$ cat config.mk
export PLATFORM = sky130hd
export DESIGN_NAME = seg_shift_rx
export DESIGN_NICKNAME = d
export VERILOG_FILES = /design/src/rtl/seg_rx_pkg.sv /design/src/rtl/seg_rx_sync_edge.sv /design/src/rtl/seg_shift_rx.sv
export SDC_FILE = /design/constraint.sdc
export NUM_CORES = 1
export LEC_CHECK = 0
export CORE_ASPECT_RATIO = 0.9
export CORE_MARGIN = 1.5
export CORE_UTILIZATION = 58
export DETAILED_ROUTE_END_ITERATION = 10
export PLACE_DENSITY = 0.84
export SLEW_MARGIN = 30
export SYNTH_ARGS = -nofsm -noshare
export SYNTH_HDL_FRONTEND = slang
export SYNTH_SLANG_ARGS = --single-unit
$ cat constraint.sdc
create_clock -name clk -period 3.7 [get_ports clk]
set_input_delay 0.74 -clock clk [delete_from_list [all_inputs] [get_ports clk]]
set_output_delay 0.74 -clock clk [all_outputs]
set_load 0.01 [all_outputs]
$ cat src/rtl/seg_rx_pkg.sv
// rtl/seg_rx_pkg.sv - shared state encoding, default frame size and counter width helper for seg_shift_rx
package seg_rx_pkg;

  typedef enum logic [1:0] {
    IDLE  = 2'd0,
    SHIFT = 2'd1,
    DONE  = 2'd2
  } seg_rx_state_e;

  localparam int SEG_RX_FRAME_BITS = 64;

  // Bit counter must hold FRAME_BITS itself, not just FRAME_BITS-1.
  function automatic int seg_rx_cnt_w(input int frame_bits);
    return $clog2(frame_bits + 1);
  endfunction

endpackage

$ cat src/rtl/seg_rx_sync_edge.sv
// rtl/seg_rx_sync_edge.sv - synchronizer with rise/fall pulses; SEGRX_GLITCH_FILTER_EN adds a 3-sample agreement filter
module seg_rx_sync_edge #(
  parameter int STAGES = 2
) (
  input  logic clk,
  input  logic rstn,
  input  logic d_i,
  output logic level_o,
  output logic rise_o,
  output logic fall_o
);

  logic [STAGES-1:0] sync_q;
  logic              synced;

  always_ff @(posedge clk or negedge rstn) begin
    if (!rstn) begin
      sync_q <= '0;
    end else begin
      sync_q <= {sync_q[STAGES-2:0], d_i};
    end
  end

  assign synced = sync_q[STAGES-1];

`ifdef SEGRX_GLITCH_FILTER_EN
  logic [1:0] hist_q;
  logic       filt_q;
  logic       filt_d;

  // The filtered level moves only once the current and two previous samples agree.
  always_comb begin
    filt_d = filt_q;
    if ((synced == hist_q[0]) && (synced == hist_q[1])) begin
      filt_d = synced;
    end
  end

  always_ff @(posedge clk or negedge rstn) begin
    if (!rstn) begin
      hist_q <= '0;
      filt_q <= 1'b0;
    end else begin
      hist_q <= {hist_q[0], synced};
      filt_q <= filt_d;
    end
  end

  assign level_o = filt_d;
  assign rise_o  = filt_d & ~filt_q;
  assign fall_o  = ~filt_d & filt_q;
`else
  logic prev_q;

  always_ff @(posedge clk or negedge rstn) begin
    if (!rstn) begin
      prev_q <= 1'b0;
    end else begin
      prev_q <= synced;
    end
  end

  assign level_o = synced;
  assign rise_o  = synced & ~prev_q;
  assign fall_o  = ~synced & prev_q;
`endif

endmodule

$ cat src/rtl/seg_shift_rx.sv
// rtl/seg_shift_rx.sv - serial LED/segment shift stream receiver; optional SEGRX_GLITCH_FILTER_EN filters sclk/sen
module seg_shift_rx
  import seg_rx_pkg::*;
#(
  parameter int FRAME_BITS  = SEG_RX_FRAME_BITS,
  parameter int SYNC_STAGES = 2,
  parameter bit MSB_FIRST   = 1'b1,
  parameter int CNT_W       = 16
) (
  input  logic                  clk,
  input  logic                  rstn,
  input  logic                  sclk,
  input  logic                  sdo,
  input  logic                  sen,
  output logic [FRAME_BITS-1:0] frame_data,
  output logic                  frame_valid,
  output logic                  frame_err,
  output logic [CNT_W-1:0]      frame_cnt,
  output logic [CNT_W-1:0]      err_cnt,
  output logic                  busy
);

  localparam int BIT_W = seg_rx_cnt_w(FRAME_BITS);
`ifdef SEGRX_GLITCH_FILTER_EN
  localparam int SDO_STAGES = SYNC_STAGES + 2;
`else
  localparam int SDO_STAGES = SYNC_STAGES;
`endif

  logic                  sclk_rise;
  logic                  sclk_fall_unused;
  logic                  sclk_level_unused;
  logic                  sen_rise;
  logic                  sen_fall;
  logic                  sen_level_unused;
  logic [SDO_STAGES-1:0] sdo_q;
  logic                  sdo_s;
  logic [FRAME_BITS-1:0] shift_d;

  seg_rx_state_e         state_q;
  logic [FRAME_BITS-1:0] shift_q;
  logic [BIT_W-1:0]      bit_cnt_q;
  logic                  ovr_q;
  logic                  pend_q;
  logic [FRAME_BITS-1:0] frame_data_q;
  logic                  frame_valid_q;
  logic                  frame_err_q;
  logic [CNT_W-1:0]      frame_cnt_q;
  logic [CNT_W-1:0]      err_cnt_q;

  seg_rx_sync_edge #(.STAGES(SYNC_STAGES)) u_sclk_sync (
    .clk     (clk),
    .rstn    (rstn),
    .d_i     (sclk),
    .level_o (sclk_level_unused),
    .rise_o  (sclk_rise),
    .fall_o  (sclk_fall_unused)
  );

  seg_rx_sync_edge #(.STAGES(SYNC_STAGES)) u_sen_sync (
    .clk     (clk),
    .rstn    (rstn),
    .d_i     (sen),
    .level_o (sen_level_unused),
    .rise_o  (sen_rise),
    .fall_o  (sen_fall)
  );

  // sdo is delayed exactly as far as the sclk edge so the sampled bit lines up with it.
  always_ff @(posedge clk or negedge rstn) begin
    if (!rstn) begin
      sdo_q <= '0;
    end else begin
      sdo_q <= {sdo_q[SDO_STAGES-2:0], sdo};
    end
  end

  assign sdo_s = sdo_q[SDO_STAGES-1];

  generate
    if (MSB_FIRST) begin : g_msb_first
      assign shift_d = {shift_q[FRAME_BITS-2:0], sdo_s};
    end else begin : g_lsb_first
      assign shift_d = {sdo_s, shift_q[FRAME_BITS-1:1]};
    end
  endgenerate

  always_ff @(posedge clk or negedge rstn) begin
    if (!rstn) begin
      state_q       <= IDLE;
      shift_q       <= '0;
      bit_cnt_q     <= '0;
      ovr_q         <= 1'b0;
      pend_q        <= 1'b0;
      frame_data_q  <= '0;
      frame_valid_q <= 1'b0;
      frame_err_q   <= 1'b0;
      frame_cnt_q   <= '0;
      err_cnt_q     <= '0;
    end else begin
      frame_valid_q <= 1'b0;
      frame_err_q   <= 1'b0;
      case (state_q)
        IDLE: begin
          if (sen_rise || pend_q) begin
            state_q   <= SHIFT;
            bit_cnt_q <= '0;
            ovr_q     <= 1'b0;
            pend_q    <= 1'b0;
          end
        end
        SHIFT: begin
          // A same-cycle sclk rise is still taken before leaving on sen fall.
          if (sclk_rise) begin
            if (bit_cnt_q == BIT_W'(FRAME_BITS)) begin
              ovr_q <= 1'b1;
            end else begin
              shift_q   <= shift_d;
              bit_cnt_q <= bit_cnt_q + BIT_W'(1);
            end
          end
          if (sen_fall) begin
            state_q <= DONE;
          end
        end
        DONE: begin
          state_q <= IDLE;
          pend_q  <= sen_rise;
          if ((bit_cnt_q == BIT_W'(FRAME_BITS)) && !ovr_q) begin
            frame_data_q  <= shift_q;
            frame_valid_q <= 1'b1;
            frame_cnt_q   <= frame_cnt_q + CNT_W'(1);
          end else begin
            frame_err_q <= 1'b1;
            if (err_cnt_q != {CNT_W{1'b1}}) begin
              err_cnt_q <= err_cnt_q + CNT_W'(1);
            end
          end
        end
        default: begin
          state_q <= IDLE;
        end
      endcase
    end
  end

  assign frame_data  = frame_data_q;
  assign frame_valid = frame_valid_q;
  assign frame_err   = frame_err_q;
  assign frame_cnt   = frame_cnt_q;
  assign err_cnt     = err_cnt_q;
  assign busy        = (state_q == SHIFT);

endmodule
==> parameters.txt <==
Parameter                              Value

Status
  Outcome ... complete, no violations

Critical path
  Reg-to-reg critical path startpoint ... bit_cnt_q[0]
  Cell chain of the critical path ... inv_1 -> ha_1 -> or4b_4 -> or4_4 -> inv_2 -> buf_4 -> nand2_1 -> nand2_1
  Data arrival time of the critical path ... 3.23 ns
  Slack of the worst reg-to-reg path ... 0.83 ns
  Crit path launch type ... flip-flop
  Critical path capture point type ... flip-flop
  Largest delay contributor family on the critical path ... simple AND/OR/NAND/NOR gates
  Most Frequent Cell on Critical Path ... sky130_fd_sc_hd__nand2_1
  Worst-case reg-to-reg path depth ... 8
  Critical path required time ... 4.05 ns
  Maximum fanout count along the critical path ... 39
  Destination of the worst register-to-register timing path ... frame_data[30]
  Worst path bufs/invs ... 3
  Worst setup path class ... reg -> reg
  Longest individual stage delay on the worst path ... slightly below 0.8 ns
  Cell with the largest stage delay on the worst path ... sky130_fd_sc_hd__or4_4

Synth
  Synthesized area per cell ... 11.59 µm²
  Synth Register Bits ... 181
  Unique cell type count in the Yosys netlist ... 41
  Synth Cell Area ... between 0.007 and 0.008 mm²
  Asr flop ratio synth ... 100.0%
  Number of flops mapped to enable cells by yosys ... 0
  Warnings, synthesis ... 0
  Cells after synthesis ... a little over 600
  Number of nets produced by synthesis ... 627
  Top FF cell, synth ... sky130_fd_sc_hd__dfrtp_1
  Sequential-to-total area share from yosys stat ... between 60% and 70%

Placement
  Input/output buffers ... 103
  Placed Cells incl. Taps ... between 800 and 900
  Worst setup timing slack at the placement stage ... slightly below 0.9 ns
  Half-perimeter wire length of the detailed placement result ... ~8.8 mm
  Global placer's final weighted congestion ... between 0.8 and 0.9

Global routing
  Pin count of the biggest net entering global routing ... 75
  Vias in the first global route ... 4782
  Initial antenna violation count ... 0
  Global-route congestion overflow total ... 0
  First-pass GRT wire length ... 23.44 mm
  GRT Util Overall ... between 20% and 30%

Hold path
  Path category of the worst min-delay check ... in -> async

Die
  Die Span X ... around 120 µm
  Die outline area ... 0.01302 mm²
  Boundary Pins ... 104
  Vertical die dimension ... 108.4 µm
  Site row count ... 38
  Starting density of the core ... 59.53%
  Standard cell core area ... 0.01203 mm²

STA
  Slew at the pin closest to its max-slew limit ... between 0.8 and 0.9 ns
  Post-layout min period ... 2.873 ns
  Peak Freq ... 0.3481 GHz
  Post-layout worst setup margin ... 0.8270 ns
  Max-slew violation count ... 0
  Fin. Hold Viols ... 0
  Final sum of negative setup slack ... 0 ns
  Post-route clock skew ... 0.006230 ns
  Worst hold margin ... about 0.33 ns
  Unrepaired setup endpoints after global routing ... false
  Max-Slew Margin vs Limit ... 43.15%
  Total setup violations reported at the end of the flow ... 0
  Part of the cycle the worst path needs ... 77.65%

Clock network
  Clock-pin slew of the registers on the worst-case setup and hold paths ... 0.06 ns
  H-tree depth ... 4
  Buffer depth of the longest clock path ... 2
  Root Buffer ... sky130_fd_sc_hd__clkbuf_16
  Clock Sinks ... 181
  Total CTS buffers ... 17
  Post-cts repair resize count ... 0
  Clock tree from TritonCTS ... done
  Count of buffers added by post-CTS timing repair for setup ... 0
  Post-CTS Hold Fix Bufs ... 0
  Clock latency on the worst-skew pair ... ~0.42 ns

Layout
  Final-layout fill cell count ... 770
  Net count, final ... 731
  Ant diodes ... 0
  Relative area change from synthesis to final layout ... 25.11%
  Combined area of the multi-input logic cells ... 0.002479 mm²
  Fin cells ... 892
  Most frequent standard cell in the layout excluding fill and tap cells ... sky130_fd_sc_hd__nand2_1
  Register area ... 0.004529 mm²
  Most used cells in the layout excluding fill and tap cells ... 209 x sky130_fd_sc_hd__nand2_1, 181 x sky130_fd_sc_hd__dfrtp_1, 102 x sky130_fd_sc_hd__clkdlybuf4s50_1
  Layout cell share with drive strength beyond 1 ... 15.30%

Power and ir drop
  Post-layout power ... 4.342 mW
  Static leakage power ... 4.548 nW
  Power Density ... 484.6 mW/mm²
  Largest vdd supply drop ... 0.0004020 V

Route
  Number of iterations in the first detailed-routing pass ... 5
  ANT nets after route ... 0
  DR iter-0 viols ... around 460
  Via Count ... 4816
  Drt wl/cell ... 15.87 µm
  Total detailed-routing wirelength ... 14.16 mm
  Residual DRC count ... 0
  Vias per std cell ... 5.399

Run
  Maxcap violations ... 0
sequential cells by signal, summed over array words and instances, names as in the netlist:
signal / cells
frame_data: 64
shift_q: 64
err_cnt: 16
frame_cnt: 16
bit_cnt_q: 7
sdo_q: 2
state_q: 2
u_sclk_sync.sync_q: 2
u_sen_sync.sync_q: 2
frame_err: 1
frame_valid: 1
ovr_q: 1
pend_q: 1
u_sclk_sync.prev_q: 1
u_sen_sync.prev_q: 1
routing by layer:
layer	track usage [%]	vias to the layer above	wire length (µm)
met5	0	-	0
met4	7.823	0	172
met3	5.011	16	469
met2	37.59	118	7107
met1	31.46	2425	6411
li1	-	2257	-
synthesized netlist by cell type, drive strengths merged, types with 3 or more instances:
master | instances | area share (%)
nor3 | 8 | 0.56
nand4 | 7 | 0.61
inv | 10 | 0.52
xor2 | 23 | 2.8
ha | 4 | 0.70
buf | 16 | 1.3
a22o | 5 | 0.61
and3 | 6 | 0.52
nor2 | 8 | 0.42
nor4 | 13 | 1.6
dfrtp | 181 | 63
nand2b | 3 | 0.26
nor4b | 3 | 0.37
nand2 | 209 | 11
clkbuf | 10 | 0.52
mux2 | 66 | 10
xnor2 | 8 | 0.98
nand3 | 14 | 0.98
logic make-up after synthesis:
group / count (synthesis) / share of synthesized area [%]
compound gates: 15 / 1.625
simple gates: 284 / 17.77
fa+ha+maj: 4 / 0.6990
buf+inv: 36 / 2.341
mux: 67 / 10.52
xor+xnor: 31 / 3.792
flops: 181 / 63.25
worst max path at each step:
stage / start / to / slack, ns / cells past startpoint
after floorplan: bit_cnt_q[0] / frame_cnt[14] / 1.40 / 8
after global placement: bit_cnt_q[0] / frame_data[9] / 0.97 / 8
after detailed placement: bit_cnt_q[0] / frame_data[8] / 0.87 / 8
after CTS: bit_cnt_q[0] / frame_data[11] / 0.83 / 8
after global routing: bit_cnt_q[0] / frame_data[16] / 0.67 / 8
final: bit_cnt_q[0] / frame_data[30] / 0.83 / 8
area by class of cell:
cell class,instances,share of cell area (%)
tap,160,2.235
multi-input combinational,401,27.67
sequential,181,50.56
inverter,10,0.4190
clock inverter,9,1.439
timing repair buffer,111,12.47
clock buffer,20,5.210
where the power goes:
group / internal [mW] / switching, mW / total [mW]
clock network: 1.10 / 0.713 / 1.82
registers: 2.06 / 0.102 / 2.16
logic: 0.179 / 0.182 / 0.361
stage by stage:
step                      util [%]  cell area (µm²)
final                        74.47             8959
after global routing         74.47             8959
after CTS                    74.47             8959
after floorplan                  -             7161
after detailed placement     69.52             8363
after global placement       69.52             8363
Power figures use the tool's default switching activity.
